===== src/rtl/multi_xy_seq_if.sv =====
// Handshake bundle for multi_xy_seq: operand request channel plus product response channel.
interface multi_xy_seq_if #(
  parameter int WIDTH = 8
);
  logic               in_valid;
  logic               in_ready;
  logic [WIDTH-1:0]   x;
  logic [WIDTH-1:0]   y;
  logic               signed_en;
  logic               out_valid;
  logic               out_ready;
  logic [2*WIDTH-1:0] result;

  modport master (
    output in_valid, x, y, signed_en, out_ready,
    input  in_ready, out_valid, result
  );

  modport slave (
    input  in_valid, x, y, signed_en, out_ready,
    output in_ready, out_valid, result
  );
endinterface


===== src/rtl/multi_xy_seq.sv =====
// Sequential shift-add multiplier: sign-magnitude operands, one add per multiplier bit,
// valid/ready on both sides with output backpressure.
module multi_xy_seq #(
  parameter int WIDTH = 8
) (
  input  logic          clk,
  input  logic          rst,
  multi_xy_seq_if.slave mul_if
);
  localparam int            CW        = $clog2(WIDTH + 1);
  localparam logic [CW-1:0] LAST_ITER = CW'(WIDTH - 1);

  typedef enum logic [1:0] {
    IDLE = 2'd0,
    CALC = 2'd1,
    DONE = 2'd2
  } state_e;

  state_e             state_q;
  logic [2*WIDTH-1:0] acc_q;
  logic [2*WIDTH-1:0] mcand_q;
  logic [2*WIDTH-1:0] result_q;
  logic [WIDTH-1:0]   mplier_q;
  logic [CW-1:0]      count_q;
  logic               negFlag_q;
  logic               outValid_q;

  logic [WIDTH-1:0]   absX_d;
  logic [WIDTH-1:0]   absY_d;
  logic               negFlag_d;
  logic [2*WIDTH-1:0] accSum_d;
  logic [2*WIDTH-1:0] product_d;

  // The most negative operand maps to 2^(WIDTH-1), which still fits unsigned in WIDTH bits.
  always_comb begin
    absX_d    = mul_if.x;
    absY_d    = mul_if.y;
    if (mul_if.signed_en && mul_if.x[WIDTH-1]) absX_d = -mul_if.x;
    if (mul_if.signed_en && mul_if.y[WIDTH-1]) absY_d = -mul_if.y;
    negFlag_d = mul_if.signed_en & (mul_if.x[WIDTH-1] ^ mul_if.y[WIDTH-1]);
    accSum_d  = mplier_q[0] ? (acc_q + mcand_q) : acc_q;
    product_d = negFlag_q ? -accSum_d : accSum_d;
  end

  assign mul_if.in_ready  = (state_q == IDLE) && !rst;
  assign mul_if.out_valid = outValid_q;
  assign mul_if.result    = result_q;

  always_ff @(posedge clk) begin
    if (rst) begin
      state_q    <= IDLE;
      acc_q      <= '0;
      mcand_q    <= '0;
      mplier_q   <= '0;
      count_q    <= '0;
      negFlag_q  <= 1'b0;
      outValid_q <= 1'b0;
      result_q   <= '0;
    end else begin
      case (state_q)
        IDLE: begin
          if (mul_if.in_valid) begin
            acc_q     <= '0;
            mcand_q   <= {{WIDTH{1'b0}}, absX_d};
            mplier_q  <= absY_d;
            count_q   <= '0;
            negFlag_q <= negFlag_d;
            state_q   <= CALC;
          end
        end
        CALC: begin
          acc_q    <= accSum_d;
          mcand_q  <= mcand_q << 1;
          mplier_q <= mplier_q >> 1;
          count_q  <= count_q + CW'(1);
          // Final iteration folds the sign back in while registering the product.
          if (count_q == LAST_ITER) begin
            result_q   <= product_d;
            outValid_q <= 1'b1;
            state_q    <= DONE;
          end
        end
        DONE: begin
          if (mul_if.out_ready) begin
            outValid_q <= 1'b0;
            state_q    <= IDLE;
          end
        end
        default: begin
          outValid_q <= 1'b0;
          state_q    <= IDLE;
        end
      endcase
    end
  end
endmodule


===== src/flat_wrapper.sv =====
// flat-port wrapper written by rule: the top's interface ports become plain ports
module multi_xy_seq_flat 
#(
  parameter int WIDTH = 8
)
  (clk, rst, mul_if_in_valid, mul_if_x, mul_if_y, mul_if_signed_en, mul_if_out_ready, mul_if_in_ready, mul_if_out_valid, mul_if_result);
  multi_xy_seq_if #(.WIDTH(WIDTH)) mul_if_i ();
  input  logic clk;
  input  logic rst;
  input wire logic [$bits(mul_if_i.in_valid)-1:0] mul_if_in_valid;
  input wire logic [$bits(mul_if_i.x)-1:0] mul_if_x;
  input wire logic [$bits(mul_if_i.y)-1:0] mul_if_y;
  input wire logic [$bits(mul_if_i.signed_en)-1:0] mul_if_signed_en;
  input wire logic [$bits(mul_if_i.out_ready)-1:0] mul_if_out_ready;
  output wire logic [$bits(mul_if_i.in_ready)-1:0] mul_if_in_ready;
  output wire logic [$bits(mul_if_i.out_valid)-1:0] mul_if_out_valid;
  output wire logic [$bits(mul_if_i.result)-1:0] mul_if_result;
  assign mul_if_i.in_valid = mul_if_in_valid;
  assign mul_if_i.x = mul_if_x;
  assign mul_if_i.y = mul_if_y;
  assign mul_if_i.signed_en = mul_if_signed_en;
  assign mul_if_i.out_ready = mul_if_out_ready;
  assign mul_if_in_ready = mul_if_i.in_ready;
  assign mul_if_out_valid = mul_if_i.out_valid;
  assign mul_if_result = mul_if_i.result;
  multi_xy_seq #(.WIDTH(WIDTH)) u_core (.clk(clk), .rst(rst), .mul_if(mul_if_i));
endmodule

===== config.mk =====
export PLATFORM = sky130hd
export DESIGN_NAME = multi_xy_seq_flat
export DESIGN_NICKNAME = d
export VERILOG_FILES = /design/src/rtl/multi_xy_seq_if.sv /design/src/rtl/multi_xy_seq.sv /design/src/flat_wrapper.sv
export SDC_FILE = /design/constraint.sdc
export NUM_CORES = 1
export LEC_CHECK = 0
export ABC_CLOCK_PERIOD_IN_PS = 4100
export CORE_UTILIZATION = 58
export CTS_CLUSTER_DIAMETER = 120
export DETAILED_ROUTE_END_ITERATION = 10
export PLACE_DENSITY = 0.81
export SKIP_LAST_GASP = 1
export SLEW_MARGIN = 10
export SYNTH_ARGS = -nofsm -noshare
export SYNTH_HDL_FRONTEND = slang
export SYNTH_SLANG_ARGS = --single-unit

===== constraint.sdc =====
create_clock -name clk -period 4.1 [get_ports clk]
set_clock_uncertainty 0.2 [all_clocks]
set_input_delay 0.41 -clock clk [delete_from_list [all_inputs] [get_ports clk]]
set_output_delay 0.41 -clock clk [all_outputs]
set_load 0.005 [all_outputs]

== After elaboration in Yosys (flattened, before gate mapping) ==
Cells that the tools add are included.
Storage, ports and cells
  bits of input ports: 21
  output and inout bits: 18
  register bits: 64
  logic and storage cells: 52
Cells by class
  add/subtract/negate cells: 5
  bitwise logic cells: 3
  equal/unequal tests: 6
  reductions and logical operators: 11
  mux-type cells: 19
Operator list (count)
  16-bit 2-to-1 mux: 4
  16-bit one-hot mux with 2 select lines: 2
  8-bit 2-to-1 mux: 3
  16-bit adder: 1
  16-bit negator: 1
  8-bit negator: 2
  8-bit one-hot mux with 2 select lines: 1
  4-bit one-hot mux with 2 select lines: 1
  2-bit 2-to-1 mux: 3
  2-bit one-hot mux with 3 select lines: 1
  2-bit AND reduction: 3
  3-bit AND reduction: 2
  4-bit by 1-bit adder with 4-bit output, second input constant: 1
  4-bit by 3-bit equality test with 1-bit output, second input constant: 1
  4-bit 2-to-1 mux: 1
  2-bit inequality test, second input constant: 2
  1-bit logical AND: 3
  1-bit one-hot mux with 3 select lines: 1
  2-bit by 1-bit equality test with 1-bit output, second input constant: 1
  2-bit equality test, second input constant: 1
  2-bit zero test: 1
  1-bit 2-to-1 mux: 2
  2-bit by 1-bit inequality test with 1-bit output, second input constant: 1
  2-bit nonzero test: 1
  4 further kinds: 4

== Longest topological paths before layout ==
Gate-level depths: netlist (run 1).
  depth in word-level cells: 4
  mapped depth: 11
  mapped depth without buffers: 11

== Worst setup path before layout (run 1) ==
OpenSTA, ideal clock, no wires.
  path kind: flip-flop to flip-flop
  from: register u_core.mcand_q[0]
  to: register u_core.result_q[15], in the netlist u_core.mul_if.result[15]
  required time: 3.780 ns
  stages on the path, launching flop included: 12
  slack: 0.927 ns
  buffers on the path: 0
  period minus slack after synthesis: 3.173 ns
  setup time: 0.120 ns
  data arrival time: 2.853 ns
  cell sequence: dfxtp_1 ha_1 fa_1 a211oi_2 o21a_1 a211oi_1 nor4_1 nor2_1 or3_4 o31ai_2 or3_1 nand3_1
On the way
  cells in the longest elaborated chain, start to end: 4
Ends and longest elaborated chain
  start, declared: RTL line multi_xy_seq.sv:21  | logic [2*WIDTH-1:0] mcand_q;
  start signal, assigned: RTL line multi_xy_seq.sv:64  | mcand_q <= {{WIDTH{1'b0}}, absX_d};
  start signal, assigned: RTL line multi_xy_seq.sv:73  | mcand_q <= mcand_q << 1;
  16-bit adder (*): RTL line multi_xy_seq.sv:41  | accSum_d = mplier_q[0] ? (acc_q + mcand_q) : acc_q;
  16-bit 2-to-1 mux (*): RTL line multi_xy_seq.sv:41
  16-bit negator: RTL line multi_xy_seq.sv:42  | product_d = negFlag_q ? -accSum_d : accSum_d;
  16-bit 2-to-1 mux (*): RTL line multi_xy_seq.sv:42
  end signal, assigned: RTL line multi_xy_seq.sv:78  | result_q <= product_d;
  end, declared: RTL line multi_xy_seq.sv:22  | logic [2*WIDTH-1:0] result_q;
Every way passes the cells marked *; elsewhere a longest branch is shown, timed or not.
A chain may end at the register's enable or synchronous reset.

== Final worst setup path (run 1) ==
  from: register u_core.mcand_q[0]
  to: register u_core.result_q[14], in the netlist u_core.mul_if.result[14]
Same word-level chain as after synthesis.

==> results.yml, run 1 <==
outcome:
  status: "finished, violations left"
  violations: "DRC"
global_routing:
  grt_use_total_pct: 28.73
  grt_max_degree: 46
  first_global_vias: 3634
  grt_pass1_wl_mm: 16.55
  grt.overflow.total: 0
  antenna_found_initial: 0
clock_tree:
  cts_tree: "done"
  cts_buffer_depth: 2
  clk_pin_slew_worst_paths_ns: 0.08
  cts_resized: 0
  cts_sinks: 64
  h-tree-depth: 3
  clk_latency_ns: 0.34
  holdBufCountCts: 0
  cts_buffers: 9
  post-cts-setup-buffers: 0
  root_buffer: "clkbuf_8"
synthesis:
  synth-seq-cells: 64
  synth_cells: 522
  async_flop_share_pct: 0
  yosysSeqAreaShare_pct: 32.24
  synth_enable_flop_cells: 0
  synth_cell_types: 55
  synth_nets: 563
  yosysWarnings: 0
  yosys_most_used_dff: "dfxtp_1"
  avgSynthCellArea_sq_um: 7.613
  syn-cell-area_sq_um: 3974
route:
  avgRoutedWirePerCell_um: 15.43
  firstDrtPassIters: 8
  vias: 3862
  wl_mm: 9.690
  drtIter0Drc: 274
  vias_per_cell: 6.150
  drcViolationCount: 2
  drtAntennaViolNets: 0
finish:
  fill_cells: 515
  drive_gt1_share_pct: 7.260
  fin_cells: 628
  num-nets-final: 587
  areaGrowthSynthToFinish_pct: 15.93
  antenna_cells: 0
  utilization_pct: 70.93
floorplan:
  num_rows: 29
  die_x_um: 84.78
  io_pins: 39
  core_sq_um: 6495
  dieHeight_um: 84.78
  die-area_sq_um: 7187
  floorplan.initialDensity_pct: 61.18
sta:
  finalCritPeriodShare_pct: 85.43
  slew_headroom_pct: 25.84
  report.final.setup_viol: 0
  hold_viol_final: 0
  grt_setup_unrepaired: "false"
  setup_slack_ns: 0.5973
  slew_viol_final: 0
  worst_pin_slew_ns: 1.108
  finalCriticalPeriod_ns: 3.503
  tns_ns: 0
  fmax_mhz: 285.5
worst_hold_path:
  hp-start: "u_core.mul_if.result[7]$_SDFFE_PP0P_"
  hold_path_class: "register to register"
power:
  vdd_drop_max_v: 0.0002576
  cellPowerDensity_nw_per_um2: 320.6
  finalPower_mw: 1.477
  power_switching_mw: 0.4003
  swShare_pct: 27.10
  comb_power_share_pct: 13.6
  power.internal_mw: 1.077
  clkPwrFrac_pct: 42.1
  seq_power_share_pct: 44.3
  cellLeakagePower_nw: 1.730
place:
  numPortBuffers: 38
  dp_hpwl_mm: 7.007
  placed_cells: 612
  gp_congestion: 0.9458
  place_ws_ns: 0.6273
setup_path:
  rrSetupSlack_ns: 0.60
  cp-endpoint: "u_core.mul_if.result[14]$_SDFFE_PP0P_"
  crit_fanout: 5
  rr_worst_depth: 11
  crit_type: "register to register"
  cp.required_ns: 4.07
  r2r_start: "u_core.mcand_q[0]$_SDFFE_PP0P_"
  critPathCaptureType: "register"
  cp-start-kind: "register"
  crit_arrival_ns: 3.47
  timing.rr.end: "u_core.mul_if.result[14]$_SDFFE_PP0P_"
  startpoint: "u_core.mcand_q[0]$_SDFFE_PP0P_"
run:
  maxCapViolCount: 0
==> power groups by stage <==
| stage | Combinational (mW) | Sequential, mW | Clock [mW] |
|---|---|---|---|
| 5_1_grt | 0.223 | 0.657 | 0.661 |
| 3_5_place_dp | 0.199 | 0.669 | 0 |
| 4_1_cts | 0.201 | 0.654 | 0.629 |
| 3_3_place_gp | 0.195 | 0.668 | 0 |
| 2_1_floorplan | 0.140 | 0.661 | 0 |
| 6_report | 0.201 | 0.655 | 0.622 |
==> state kept, by name (all words and copies together) (netlist names) <==
register and count:
u_core.negFlag_q 1, u_core.acc_q 16, u_core.mplier_q 8, u_core.mcand_q 16, u_core.mul_if.out_valid 1, u_core.state_q 2, u_core.count_q 4, u_core.mul_if.result 16
==> cells in the final DEF (no fill, tap or decap), types with 6 or more instances in the layout <==
master / instances
a211oi_1: 7
a21oi_1: 63
a22oi_1: 11
a31oi_1: 10
buf_4: 7
clkbuf_8: 10
clkdlybuf4s50_1: 37
dfxtp_1: 64
ha_1: 19
inv_1: 11
nand2_1: 67
nand2b_1: 6
nand3_1: 29
nor2_1: 56
nor3_1: 14
o21a_1: 6
o21ai_0: 15
or3_1: 12
xnor2_1: 12
xor2_1: 11
==> metrics by stage <==
step           hold slack, ns  cell area, sq um
5_1_grt                0.2739              4607
6_report               0.2536              4607
2_1_floorplan          0.2317              3974
3_3_place_gp           0.2385              4378
3_5_place_dp           0.2445              4378
4_1_cts                0.2562              4607
==> area by class of cell <==
| type | instances | area, sq um | share of cell area [%] |
|---|---|---|---|
| repair buffers | 45 | 427.9 | 9.288 |
| well taps | 77 | 96.34 | 2.091 |
| flip-flops and latches | 64 | 1281 | 27.81 |
| multi-input cells | 415 | 2531 | 54.94 |
| inverters | 11 | 41.29 | 0.8963 |
| clock inverters | 6 | 91.34 | 1.983 |
| clock buffers | 10 | 137.6 | 2.988 |
==> worst min path at each step <==
stage                                           end  slack, ns  depth (start not counted)
3_5_place_dp        u_core.mplier_q[2]$_SDFFE_PP0P_       0.24                          2
5_1_grt        u_core.mul_if.out_valid$_SDFFE_PP0P_       0.27                          2
3_3_place_gp        u_core.mplier_q[2]$_SDFFE_PP0P_       0.24                          2
6_report       u_core.mul_if.result[7]$_SDFFE_PP0P_       0.25                          2
4_1_cts             u_core.mplier_q[2]$_SDFFE_PP0P_       0.26                          2
2_1_floorplan       u_core.mplier_q[2]$_SDFFE_PP0P_       0.23                          2
==> critical path: stages, from the launching register on <==
cell and delay [ns]:
dfxtp_1 0.33, ha_1 0.25, fa_1 0.43, a211oi_2 0.38
o21a_1 0.24, a211oi_1 0.12, nor4_1 0.41, nor2_1 0.15
or3_4 0.42, o21ai_1 0.18, xor2_1 0.16, a211oi_1 0.08
==> Yosys cell counts (3+ instances only) <==
master    instances  area, sq um
buf_1             4        15.01
o21a_1            6        45.04
nor2_1           56        210.2
nor3b_1           5        37.54
o31ai_1           3        22.52
nor4_1            3        18.77
o21ai_0          15        75.07
clkbuf_1         26        97.59
mux2_2            3        33.78
a31oi_1          10        62.56
nand3b_1          5        37.54
nand4_1           5        31.28
nand3_1          29        145.1
a21oi_1          63        315.3
nor3_1           14        70.07
xor2_1           11        96.34
o21bai_1          3        22.52
a221oi_1          5        43.79
a2111o_1          3        33.78
inv_1            11        41.29
nand2_1          67        251.5
nand2b_1          6        37.54
dfxtp_1          64         1281
ha_1             19        237.7
nor2b_1           4        25.02
o211ai_1          5        37.54
xnor2_1          12        105.1
a211oi_1          7        52.55
or3_1            12        75.07
a22oi_1          11        82.58
mux2i_1           4        40.04
==> layer usage <==
metal | global-route usage (%) | routed length [um]
met2 | 49.08 | 4736
met4 | 17.41 | 264
met3 | 4.523 | 467
met1 | 33.94 | 4221
met5 | 0 | 0
==> logic make-up (layout without fill, tap and decap cells) <==
logic type | after synthesis | count (layout) | synth area share, %
and+or+nand+nor | 212 | 212 | 24.81
AOI/OAI and AO/OA | 152 | 152 | 25.13
DFF | 64 | 64 | 32.24
buffers and inverters | 43 | 72 | 4.125
xor gates and xnor gates | 23 | 23 | 5.069
adders and majority gates | 20 | 20 | 6.486
muxes | 8 | 8 | 2.141
No activity file was read; power rests on OpenSTA's default activity.
==> inputs of run 2 (changes only) <==
--- a/config.mk
+++ b/config.mk
@@ -5,11 +5,13 @@
 export SDC_FILE = /design/constraint.sdc
 export NUM_CORES = 1
 export LEC_CHECK = 0
-export ABC_CLOCK_PERIOD_IN_PS = 4100
-export CORE_UTILIZATION = 58
+export ABC_CLOCK_PERIOD_IN_PS = 4300
+export CORE_UTILIZATION = 62
 export CTS_CLUSTER_DIAMETER = 120
 export DETAILED_ROUTE_END_ITERATION = 10
-export PLACE_DENSITY = 0.81
+export MAX_ROUTING_LAYER = met4
+export PLACE_DENSITY = 0.86
+export SKIP_CTS_REPAIR_TIMING = 1
 export SKIP_LAST_GASP = 1
 export SLEW_MARGIN = 10
 export SYNTH_ARGS = -nofsm -noshare
==> constraint.sdc (replaced) <==
create_clock -name clk -period 4.3 [get_ports clk]
set_clock_uncertainty 0.2 [all_clocks]
set_input_delay 0.43 -clock clk [delete_from_list [all_inputs] [get_ports clk]]
set_output_delay 0.43 -clock clk [all_outputs]
set_load 0.005 [all_outputs]
==> run 2 against run 1 <==
  * Via count rose by 2.3%
  * Sequential cell count did not move
  * The flow now finishes without violations
  * Largest cell class unchanged
  * Global-route usage rose by 2.8 points
  * Maximum frequency rose by 1.3%
  * Highest routed layer unchanged
  * Critical endpoint unchanged
  * Cell area fell by 1.0%
  * Clock-buffer cell count fell by 1
  * Die area fell by 6.3%
  * Cell count fell by 0.48%
  * Non-clock buffer count did not move
  * Sequential share of layout area rose by 0.28 points
==> results.yml, run 2 (synthesized netlist as in run 1, its figures left out) <==
route:
  firstDrtPassIters: 6
  vias_per_cell: 6.318
  vias: 3949
  drtIter0Drc: 279
  wl_mm: 9.928
  drtAntennaViolNets: 0
  avgRoutedWirePerCell_um: 15.88
  drcViolationCount: 0
outcome:
  status: "completed"
sta:
  hold_viol_final: 0
  finalCriticalPeriod_ns: 3.459
  tns_ns: 0
  slew_headroom_pct: 25.41
  report.final.setup_viol: 0
  fmax_mhz: 289.1
  finalCritPeriodShare_pct: 80.43
  slew_viol_final: 0
  grt_setup_unrepaired: "false"
  worst_pin_slew_ns: 1.117
place:
  numPortBuffers: 38
  dp_hpwl_mm: 7.025
  placed_area_sq_um: 4375
  gp_congestion: 0.9135
global_routing:
  first_global_vias: 3459
  grt_pass1_wl_mm: 15.59
  grt.overflow.total: 0
  grt_max_degree: 53
  grt_use_total_pct: 31.58
  antenna_found_initial: 0
setup_path:
  cp.required_ns: 4.28
  crit_arrival_ns: 3.44
  cp-start-kind: "register"
  critPathCaptureType: "register"
  crit_fanout: 5
  crit_type: "register to register"
power:
  cellPowerDensity_nw_per_um2: 289.5
  cellLeakagePower_nw: 1.707
  vdd_drop_max_v: 0.0002813
clock_tree:
  cts_sinks: 64
  clk_latency_ns: 0.34
  cts_buffers: 9
  cts_tree: "done"
  root_buffer: "clkbuf_8"
  h-tree-depth: 3
  cts_buffer_depth: 2
  clk_pin_slew_worst_paths_ns: 0.07
worst_hold_path:
  hold_path_class: "primary input to register"
floorplan:
  die-area_sq_um: 6734
  die_x_um: 82.06
  io_pins: 39
  floorplan.initialDensity_pct: 65.57
  core_sq_um: 6061
  dieHeight_um: 82.06
  num_rows: 28
finish:
  areaGrowthSynthToFinish_pct: 14.77
  final_design_area_no_fill_sq_um: 4561
  layout_commonest_cell: "nand2_1"
  antenna_cells: 0
  num-nets-final: 587
  drive_gt1_share_pct: 7.091
  layout_common_cells: "nand2_1, dfxtp_1, a21oi_1"
run:
  maxCapViolCount: 0
==> run 2: critical path, cell delays in order (launching register included) <==
cell and delay [ns]:
dfxtp_1 0.33, ha_1 0.26, fa_1 0.43, a211oi_2 0.35, o21a_1 0.23, a211oi_1 0.12
nor4_1 0.38, nor2_1 0.15, or3_4 0.42, o21ai_1 0.18, xor2_1 0.17, a211oi_1 0.08
==> run 2: final cells by class <==
cell class	instances	area, sq um
inverter	11	41.29
sequential	64	1281
clock inverter	6	61.31
timing repair buffer	45	427.9
clock buffer	9	123.9
multi-input combinational	415	2531
fill	473	1500
tap	75	93.84
==> run 2: worst paths after layout <==
| path | start | to | slack (ns) | cells past startpoint |
|---|---|---|---|---|
| setup / recovery | u_core.mcand_q[0]$_SDFFE_PP0P_ | u_core.mul_if.result[14]$_SDFFE_PP0P_ | 0.84 | 11 |
| hold / removal | rst | u_core.count_q[3]$_SDFFE_PP0P_ | 0.25 | 2 |
| setup reg to reg | u_core.mcand_q[0]$_SDFFE_PP0P_ | u_core.mul_if.result[14]$_SDFFE_PP0P_ | 0.84 | 11 |
| hold reg to reg | u_core.mul_if.result[3]$_SDFFE_PP0P_ | u_core.mul_if.result[3]$_SDFFE_PP0P_ | 0.26 | 2 |
==> run 2: routing by layer <==
metal / share of wire [%] / up-vias / track usage [%]
li1: - / 1925 / -
met1: 41 / 1865 / 36.23
met2: 51 / 128 / 53.31
met3: 4.6 / 31 / 6.778
met4: 3.0 / 0 / 12.63
met5: 0 / - / -
==> run 2: where the power goes <==
part	switching, mW	internal (mW)	leakage (nW)
sequential	0.0207	0.608	0.519
clock	0.240	0.262	0.0948
combinational	0.116	0.0742	1.09
==> run 2: per-stage QoR <==
step	setup slack (ns)	cells	hold slack [ns]	power (mW)	util, %
CTS	0.8491	625	0.2390	1.323	75.25
global placement	0.9449	610	0.2421	0.8202	72.19
global route	0.6043	625	0.2430	1.378	75.25
finish	0.8415	625	0.2488	1.320	75.25
detailed placement	0.8728	610	0.2453	0.8274	72.19
floorplan	1.127	522	0.2317	0.7636	-
